File: src/rtl/arb_pkg.sv
// ============================================================================
// arb_pkg : types shared by the arbiter grant-dispatch stage
// Rev 1.0 : initial release
// ============================================================================
`default_nettype none

package arb_pkg;

  // Arbiter geometry; arb_grant_dispatch must be built with these same values.
  localparam int ARB_VECTOR_IN = 8;
  localparam int ARB_DATA_W    = 64;
  localparam int ARB_IDX_W     = $clog2(ARB_VECTOR_IN);

  typedef logic [ARB_IDX_W-1:0] port_idx_t;

  typedef struct packed {
    logic [ARB_DATA_W-1:0] data;
    port_idx_t             port;
  } dispatch_entry_t;

  typedef enum logic [1:0] {
    EMPTY = 2'd0,
    HALF  = 2'd1,
    FULL  = 2'd2
  } disp_state_t;

endpackage : arb_pkg

`default_nettype wire

File: src/rtl/onehot_enc.sv
// ============================================================================
// onehot_enc : combinational one-hot to binary index encoder with legality flag
// Rev 1.0 : initial release
// ============================================================================
`default_nettype none

module onehot_enc #(
  parameter int WIDTH = 8,
  parameter int IDX_W = $clog2(WIDTH)
) (
  input  logic [WIDTH-1:0] vec,
  output logic [IDX_W-1:0] idx,
  output logic             is_onehot
);

  // Exactly one bit set: nonzero and clearing the lowest set bit leaves zero.
  assign is_onehot = (vec != '0) && ((vec & (vec - WIDTH'(1))) == '0);

  always_comb begin
    idx = '0;
    for (int i = 0; i < WIDTH; i++) begin
      if (vec[i]) begin
        idx = idx | IDX_W'(i);
      end
    end
  end

endmodule : onehot_enc

`default_nettype wire

File: src/rtl/arb_grant_dispatch.sv
// ============================================================================
// arb_grant_dispatch : captures the arbiter winner's payload into a 2-entry
//                      skid buffer and dispatches it on a valid/ready port
// Rev 1.0 : initial release
// ============================================================================
`default_nettype none

module arb_grant_dispatch
  import arb_pkg::*;
#(
  parameter int VECTOR_IN = ARB_VECTOR_IN,
  parameter int DATA_W    = ARB_DATA_W,
  parameter int CNT_W     = 32
) (
  input  logic                         clk,
  input  logic                         reset,
  input  logic [VECTOR_IN-1:0]         request_vector,
  input  logic [VECTOR_IN-1:0]         grant,
  input  logic [DATA_W-1:0]            req_data [VECTOR_IN],
  output logic [VECTOR_IN-1:0]         ack,
  output logic                         out_valid,
  input  logic                         out_ready,
  output logic [DATA_W-1:0]            out_data,
  output logic [$clog2(VECTOR_IN)-1:0] out_port,
  output logic                         err_grant,
  output logic [CNT_W-1:0]             dispatch_cnt
);

  disp_state_t     state_q, state_d;
  dispatch_entry_t head_q,  head_d;
  dispatch_entry_t next_q,  next_d;
  logic            err_q,   err_d;
  logic [CNT_W-1:0] cnt_q,  cnt_d;

  port_idx_t       grant_idx;
  logic            grant_onehot;
  logic            grant_valid;
  logic            grant_bad;
  logic            cap;
  logic            pop;
  dispatch_entry_t new_entry;

  onehot_enc #(
    .WIDTH (VECTOR_IN)
  ) u_onehot_enc (
    .vec       (grant),
    .idx       (grant_idx),
    .is_onehot (grant_onehot)
  );

  // A legal grant is one-hot and only hits a port that is actually requesting.
  assign grant_valid = grant_onehot && ((grant & request_vector) == grant);
  assign grant_bad   = (grant != '0) && !grant_valid;

  // Space is a function of registered state only: FULL never captures, even on pop.
  assign cap = grant_valid && (state_q != FULL) && reset;
  assign pop = out_valid && out_ready;
  assign ack = cap ? grant : '0;

  assign new_entry.data = req_data[grant_idx];
  assign new_entry.port = grant_idx;

  assign out_valid    = (state_q != EMPTY);
  assign out_data     = head_q.data;
  assign out_port     = head_q.port;
  assign err_grant    = err_q;
  assign dispatch_cnt = cnt_q;

  always_comb begin
    state_d = state_q;
    head_d  = head_q;
    next_d  = next_q;
    err_d   = err_q | grant_bad;
    cnt_d   = cnt_q + CNT_W'(pop);

    case (state_q)
      EMPTY: begin
        if (cap) begin
          head_d  = new_entry;
          state_d = HALF;
        end
      end
      HALF: begin
        if (cap && !pop) begin
          next_d  = new_entry;
          state_d = FULL;
        end else if (cap && pop) begin
          head_d  = new_entry;
        end else if (pop) begin
          state_d = EMPTY;
        end
      end
      FULL: begin
        if (pop) begin
          head_d  = next_q;
          state_d = HALF;
        end
      end
      default: begin
        state_d = EMPTY;
      end
    endcase
  end

  always_ff @(posedge clk or negedge reset) begin
    if (!reset) begin
      state_q <= EMPTY;
      head_q  <= '0;
      next_q  <= '0;
      err_q   <= 1'b0;
      cnt_q   <= '0;
    end else begin
      state_q <= state_d;
      head_q  <= head_d;
      next_q  <= next_d;
      err_q   <= err_d;
      cnt_q   <= cnt_d;
    end
  end

endmodule : arb_grant_dispatch

`default_nettype wire

File: config.mk
export PLATFORM = sky130hd
export DESIGN_NAME = arb_grant_dispatch
export DESIGN_NICKNAME = d
export VERILOG_FILES = /design/src/rtl/arb_pkg.sv /design/src/rtl/onehot_enc.sv /design/src/rtl/arb_grant_dispatch.sv
export SDC_FILE = /design/constraint.sdc
export NUM_CORES = 1
export LEC_CHECK = 0
export CAP_MARGIN = 10
export CORE_AREA = 2 2 249 251
export DETAILED_ROUTE_END_ITERATION = 12
export DIE_AREA = 0 0 251 253
export PLACE_DENSITY_LB_ADDON = 0.25
export SETUP_SLACK_MARGIN = 0.15
export SLEW_MARGIN = 10
export SYNTH_ARGS = -nofsm -noshare
export SYNTH_HDL_FRONTEND = slang
export SYNTH_SLANG_ARGS = --single-unit
File: constraint.sdc
create_clock -name clk -period 6.3 [get_ports clk]
set_input_delay 1.26 -clock clk [delete_from_list [all_inputs] [get_ports clk]]
set_output_delay 1.26 -clock clk [all_outputs]
set_load 0.005 [all_outputs]
==> results of run 1 <==
layer usage:
| metal | track usage [%] | vias up | routed length [µm] |
|---|---|---|---|
| met5 | 0 | - | 60 |
| met4 | 5.204 | 10 | 1088 |
| met3 | 5.633 | 55 | 4065 |
| met2 | 24.04 | 409 | 22720 |
| met1 | 16.30 | 4913 | 17980 |
| li1 | - | 4615 | - |
final cells by class:
cell class                 instances  area [µm²]  share of cell area, %
timing repair buffer             658        6585                  35.04
multi-input combinational        651        6402                  34.06
sequential                       169        4229                  22.50
tap                              790       988.4                  5.259
clock buffer                      19       442.9                  2.357
clock inverter                    13       113.9                 0.6058
inverter                           9       33.78                 0.1797
kinds of logic (layout without fill, tap and decap cells):
group	count (synthesis)	count (layout)	share of synthesized area, %
simple gates	211	211	8.249
compound gates	148	148	6.986
buf+inv	83	699	3.664
xor+xnor	30	30	2.389
mux	260	260	40.03
flops	169	169	38.46
fa+ha+maj	2	2	0.2275
final timing paths:
check,depth (start not counted),from,to,slack [ns]
max in group asynchronous,2,reset,out_data[32],4.32
min reg2reg,1,dispatch_cnt[31],dispatch_cnt[31],0.47
max,9,grant[2],ack[4],0.33
min,1,dispatch_cnt[31],dispatch_cnt[31],0.47
max reg2reg,9,state_q[1],dispatch_cnt[27],3.50
min in group asynchronous,1,reset,dispatch_cnt[28],0.76
timing repair:
action / CTS / global route
endpoints found under the setup margin: 0 / 4
buffers inserted: 0 / 0
resized for setup: 0 / 2
per-stage QoR:
stage / worst slack (ns) / util (%) / hold slack, ns / std cells
after global placement: 0.2969 / 29.88 / 0.4594 / 2277
after detailed placement: 0.3439 / 29.88 / 0.4580 / 2277
final: 0.3301 / 30.80 / 0.4678 / 2309
after global routing: 0.1359 / 30.80 / 0.5066 / 2309
after floorplan: 1.685 / - / 0.4505 / 903
after CTS: 0.3118 / 30.79 / 0.4722 / 2309
sequential cells by signal, indices dropped and copies added (netlist names):
name          count
next_q           67
out_data         64
dispatch_cnt     32
out_port          3
state_q           2
err_grant         1
cell usage in the layout (no fill, tap or decap), types with 2 or more instances in the layout:
master / n
clkinvlp_4: 2
a2111oi_1: 2
clkbuf_16: 17
clkinv_4: 7
ha_1: 2
mux2i_1: 64
clkbuf_8: 2
nor4_2: 2
or4_4: 2
buf_4: 18
and3_1: 6
mux2_2: 38
o22ai_1: 4
and2_1: 3
or3_1: 2
nand3_1: 11
o21ai_0: 20
nand2_1: 81
nand4_1: 6
a21oi_1: 68
nor4_1: 2
nor2_1: 79
nor3_1: 8
dfrtp_1: 169
xor2_1: 10
clkdlybuf4s50_1: 635
inv_6: 3
buf_12: 4
xnor2_1: 20
and4_1: 2
mux2_4: 30
or2_2: 3
mux4_2: 128
inv_1: 9
nor2b_1: 2
o21ai_1: 50
power groups by stage:
stage / clock network, mW / logic, mW / registers [mW]
finish: 1.02 / 1.46 / 1.45
global placement: 0 / 1.48 / 1.46
detailed placement: 0 / 1.48 / 1.47
global route: 1.11 / 1.55 / 1.49
CTS: 1.08 / 1.49 / 1.46
floorplan: 0 / 0.465 / 1.47
==> summary.txt, run 1 <==
Run status
  – Status: completed

Cells and area
  – Net count, final: 2039
  – N_diodes: 0
  – Area Overhead vs Synth: 70.92%
  – Layout cells sized above 1: 17.12%
  – Final instance area: 18800 µm²
  – Filler Cell Count: 6241

Place
  – GP Congestion: 0.7965
  – Post-DP Area: 18240 µm²
  – Hpwl dp: 37150 µm
  – Port-buffer cells: 639

Synthesis
  – Netlist cell types: 37
  – Ys Warns: 0
  – Syn_area_per_cell: 12.18 µm²
  – Count leader, synth: dfrtp_1
  – Syn Nets: 1436
  – Synthesized area: 11000 µm²
  – Sequential fraction of the synthesis area: 38.46%
  – Flops & latches, synth: 169
  – Most used DFF post-synth: dfrtp_1
  – Post-synth top cells: dfrtp_1, mux4_2, nand2_1
  – Synthesized instance count: 903
  – Area leader, netlist: dfrtp_1
  – Top post-synthesis cells by area: dfrtp_1, mux4_2, mux2i_1
  – Asr flop ratio synth: 100.0%
  – EDFF count, synth: 0
  – Post-synth top area share: 38.46%

STA
  – Max_slew headroom: 40.96%
  – Worst Skew: 0.01238 ns
  – Period utilization: 94.76%
  – Final hold viol count: 0
  – Final Setup Violations: 0
  – Max-slew violations: 0
  – Setup TNS: 0 ns
  – RSZ-0062 raised after global routing: false
  – Crit path time final: 5.970 ns
  – Fmax: 167.5 MHz
  – Worst slew pin tran: 0.8855 ns

Drt
  – Routed wire length: 45920 µm
  – DRT iter0 DRCs: 433
  – Vias per cell: 4.332
  – Detailed-route DRC error count: 0
  – ANT nets after route: 0
  – Routed wire per std cell: 19.89 µm
  – Vias: 10000
  – DR pass1 iterations: 4

Critical path
  – Worst-path fanout max: 9
  – Worst Setup Start Kind: input pin
  – Worst Path Buf+Inv: 3
  – Critical path arrival: 4.71 ns
  – Worst Path Required: 5.04 ns
  – Slowest cell on the critical path: or4_4
  – CP cell instances: clkdlybuf4s50_1 > or4_4 > a2111oi_1 > nor3_1 > or3_1 > or2_2 > nor3_1 > buf_4 > clkdlybuf4s50_1
  – Crit end category: output port
  – CP Class: in -> out
  – Critical path's top delay family: simple AND/OR/NAND/NOR gates
  – Slowest Stage Delay on Critical Path: 0.61 ns

Global routing
  – GR Overflow Total: 0
  – Largest net degree at the start of global routing: 86
  – Vias in the first global route: 10580
  – Initial antenna violation count: 6
  – Total Routing Usage GR: 14.25%
  – First-pass GRT wire length: 66800 µm

Power and ir drop
  – Total power: 3.927 mW
  – Leakage: 7.661 nW
  – NetSw: 1.088 mW
  – Internal: 2.839 mW
  – Flop pwr share: 37.0%
  – Sw Share: 27.70%
  – Clock share of power: 25.9%
  – Power density over the cells: 208.9 nW/µm²
  – Max IR drop VDD: 0.0001967 V
  – Gate power share: 37.1%

CTS
  – Clock Tree Buf Depth: 2
  – Cts hold-fix bufs: 0
  – Clock latency on the worst-skew pair: 0.48 ns
  – CTS tree: built
  – CTS clk-pin slew, worst paths: 0.07 ns
  – H-tree level count: 4
  – CTS sink count: 169
  – Num CTS Buffers: 17
  – Root buf cell: clkbuf_16

Run
  – Max-cap viol count: 0

Floorplanning
  – Die ar.: 63500 µm²
  – DIE WIDTH: 251 µm
  – Num rows: 91
  – Die height: 253 µm
  – Core box area: 61030 µm²
  – Initial core utilization: 18.02%
  – I/O pin count: 640

Worst hold path
  – Hold crit path type: reg -> reg
Note: power is estimated with default switching activity, not from simulation.
==> inputs of run 2 (changes only) <==
--- a/config.mk
+++ b/config.mk
@@ -7,6 +7,8 @@
 export LEC_CHECK = 0
 export CAP_MARGIN = 10
 export CORE_AREA = 2 2 249 251
+export CTS_BUF_LIST = sky130_fd_sc_hd__clkbuf_4 sky130_fd_sc_hd__clkbuf_8
+export CTS_CLUSTER_SIZE = 12
 export DETAILED_ROUTE_END_ITERATION = 12
 export DIE_AREA = 0 0 251 253
 export PLACE_DENSITY_LB_ADDON = 0.25
==> run 2 against run 1 <==
  * Design area down 0.94%
  * Combinational power about the same
  * Maximum frequency up 0.17%
  * Non-clock buffer count stayed put
  * Critical path type unchanged
  * Critical endpoint unchanged
==> summary.txt, run 2 (synthesized netlist as in run 1, its figures left out) <==
Cells and area
  – Top reg by flops: next_q
  – Final instance area: 18620 µm² (-0.94%)
  – Max reg flops: 67 (unchanged)
  – Net count, final: 2039 (unchanged)
  – Finished Layout Cells: 2313 (+0.17%)
  – Area Overhead vs Synth: 69.30%
  – Commonest non-fill, non-tap cell in the layout: clkdlybuf4s50_1
  – Most frequent cells in the layout: clkdlybuf4s50_1, dfrtp_1, mux4_2
  – Layout cells sized above 1: 17.18% (+0.066 points)

Critical path
  – Worst Path Required: 5.04 ns (about the same)
  – Critical path arrival: 4.70 ns (about the same)
  – Worst-path fanout max: 9 (unchanged)
  – Slowest cell on the critical path: or4_4
  – RR Startpoint: state_q[1]
  – Worst Setup Start Kind: input pin
  – Slowest Stage Delay on Critical Path: 0.61 ns (about the same)
  – R2r worst-path depth: 9 (unchanged)
  – CP Class: in -> out
  – Crit end category: output port
  – R2R Path End: dispatch_cnt[27]
  – CP cell instances: clkdlybuf4s50_1 > or4_4 > a2111oi_1 > nor3_1 > or3_1 > or2_2 > nor3_1 > buf_4 > clkdlybuf4s50_1
  – Worst Path Buf+Inv: 3 (unchanged)
  – FF-to-FF setup slack: 3.49 ns (about the same)
  – Critical path's top delay family: simple AND/OR/NAND/NOR gates

Place
  – Post-DP Area: 18240 µm² (unchanged)
  – Placed cells: 2277 (unchanged)
  – Hpwl dp: 37150 µm (unchanged)
  – Port-buffer cells: 639 (unchanged)
  – GP Congestion: 0.7965 (unchanged)

Drt
  – DRT iter0 DRCs: 429 (-0.92%)
  – Detailed-route DRC error count: 0 (unchanged)
  – DR pass1 iterations: 5 (+1)
  – Vias per cell: 4.332 (about the same)
  – Routed wire length: 45980 µm (+0.15%)
  – Routed wire per std cell: 19.88 µm (about the same)
  – Vias: 10020 (+0.17%)
  – ANT nets after route: 0 (unchanged)

Global routing
  – Total Routing Usage GR: 14.29% (+0.042 points)
  – Largest net degree at the start of global routing: 86 (unchanged)
  – Vias in the first global route: 10590 (+0.028%)
  – GR Overflow Total: 0 (unchanged)
  – First-pass GRT wire length: 66790 µm (about the same)
  – Initial antenna violation count: 7 (+1)

CTS
  – CTS sink count: 169 (unchanged)
  – CTS tree: built
  – Cts hold-fix bufs: 0 (unchanged)
  – Clock Tree Buf Depth: 2 (unchanged)
  – Clock latency on the worst-skew pair: 0.56 ns (+0.08 ns)
  – Root buf cell: clkbuf_8
  – Num CTS Buffers: 17 (unchanged)
  – CTS clk-pin slew, worst paths: 0.10 ns (+0.03 ns)
  – H-tree level count: 4 (unchanged)

STA
  – Max-slew violations: 0 (unchanged)
  – Final Setup Violations: 0 (unchanged)
  – Setup TNS: 0 ns (unchanged)
  – RSZ-0062 raised after global routing: false
  – Period utilization: 94.60% (-0.16 points)
  – Max_slew headroom: 41.29% (+0.32 points)
  – Worst Skew: 0.01257 ns (+0.0001849 ns)
  – Crit path time final: 5.960 ns (-0.01027 ns)
  – Worst slew pin tran: 0.8807 ns (-0.004826 ns)
  – Final hold viol count: 0 (unchanged)
  – Fmax: 167.8 MHz (+0.17%)

Run status
  – Status: completed

Floorplanning
  – Initial core utilization: 18.02% (unchanged)
  – I/O pin count: 640 (unchanged)
  – Num rows: 91 (unchanged)
  – Die height: 253 µm (unchanged)
  – Die ar.: 63500 µm² (unchanged)
  – DIE WIDTH: 251 µm (unchanged)
  – Core box area: 61030 µm² (unchanged)

Power and ir drop
  – Max IR drop VDD: 0.0001451 V (-26%)
  – Leakage: 7.577 nW (-1.1%)
  – Power density over the cells: 197.1 nW/µm² (-5.7%)

Worst hold path
  – Hold crit path type: reg -> reg
  – Worst Hold Launch: dispatch_cnt[31]
  – Hold depth: 1 (unchanged)
  – Hold Path End: dispatch_cnt[31]

Run
  – Max-cap viol count: 0 (unchanged)
==> run 2: cell count changes in the layout (fill, tap and decap cells not counted), sizes merged <==
cell | previous run | this run
diode | 0 | 4
==> run 2: how the worst max path moves through the flow <==
stage / from / endpoint / slack, ns / cells past startpoint
after floorplan: grant[2] / ack[1] / 1.68 / 8
after global placement: grant[2] / ack[1] / 0.30 / 9
after detailed placement: grant[2] / ack[4] / 0.34 / 9
after CTS: grant[2] / ack[4] / 0.31 / 9
after global routing: grant[2] / ack[4] / 0.14 / 9
final: grant[2] / ack[4] / 0.34 / 9
==> run 2: area by class of cell <==
type | instances | area, µm²
Inverter | 9 | 33.78
Timing Repair Buffer | 658 | 6585
Multi-Input combinational cell | 651 | 6402
Clock buffer | 19 | 255.2
Sequential cell | 169 | 4229
Tap cell | 790 | 988.4
Fill cell | 6265 | 42410
Antenna cell | 4 | 10.01
Clock inverter | 13 | 113.9
==> run 2: power breakdown <==
| group | leakage [nW] | internal (mW) | switching (mW) | total, mW |
|---|---|---|---|---|
| sequential | 2.22 | 1.31 | 0.141 | 1.45 |
| combinational | 5.17 | 1.00 | 0.453 | 1.46 |
| clock | 0.183 | 0.296 | 0.465 | 0.761 |
==> run 2: repair_timing <==
action                                  4_1_cts  5_1_grt
gates resized for setup                       0        2
endpoints found under the setup margin        0        4
setup buffers                                 0        0
==> run 2: routing by layer <==
metal	track usage (%)	up-vias	routed length (µm)
met5	0	-	57
met4	4.796	10	1021
met3	6.096	51	4156
met2	24.06	408	22780
met1	16.28	4933	17970
li1	-	4617	-
==> run 2: through the flow <==
step,setup slack [ns],hold slack (ns),utilization [%],power [mW]
global placement,0.2969,0.4594,29.88,2.941
floorplan,1.685,0.4505,-,1.930
global route,0.1359,0.5134,30.50,3.897
CTS,0.3118,0.4769,30.49,3.764
detailed placement,0.3439,0.4580,29.88,2.952
finish,0.3404,0.4719,30.51,3.669
==> inputs of run 3 (changes only) <==
--- a/config.mk
+++ b/config.mk
@@ -8,6 +8,7 @@
 export CAP_MARGIN = 10
 export CORE_AREA = 2 2 249 251
 export CTS_BUF_LIST = sky130_fd_sc_hd__clkbuf_4 sky130_fd_sc_hd__clkbuf_8
+export CTS_CLUSTER_DIAMETER = 30
 export CTS_CLUSTER_SIZE = 12
 export DETAILED_ROUTE_END_ITERATION = 12
 export DIE_AREA = 0 0 251 253
==> results of run 3 <==
Same layout as run 2: the final DEF is identical, and so are final timing and power.
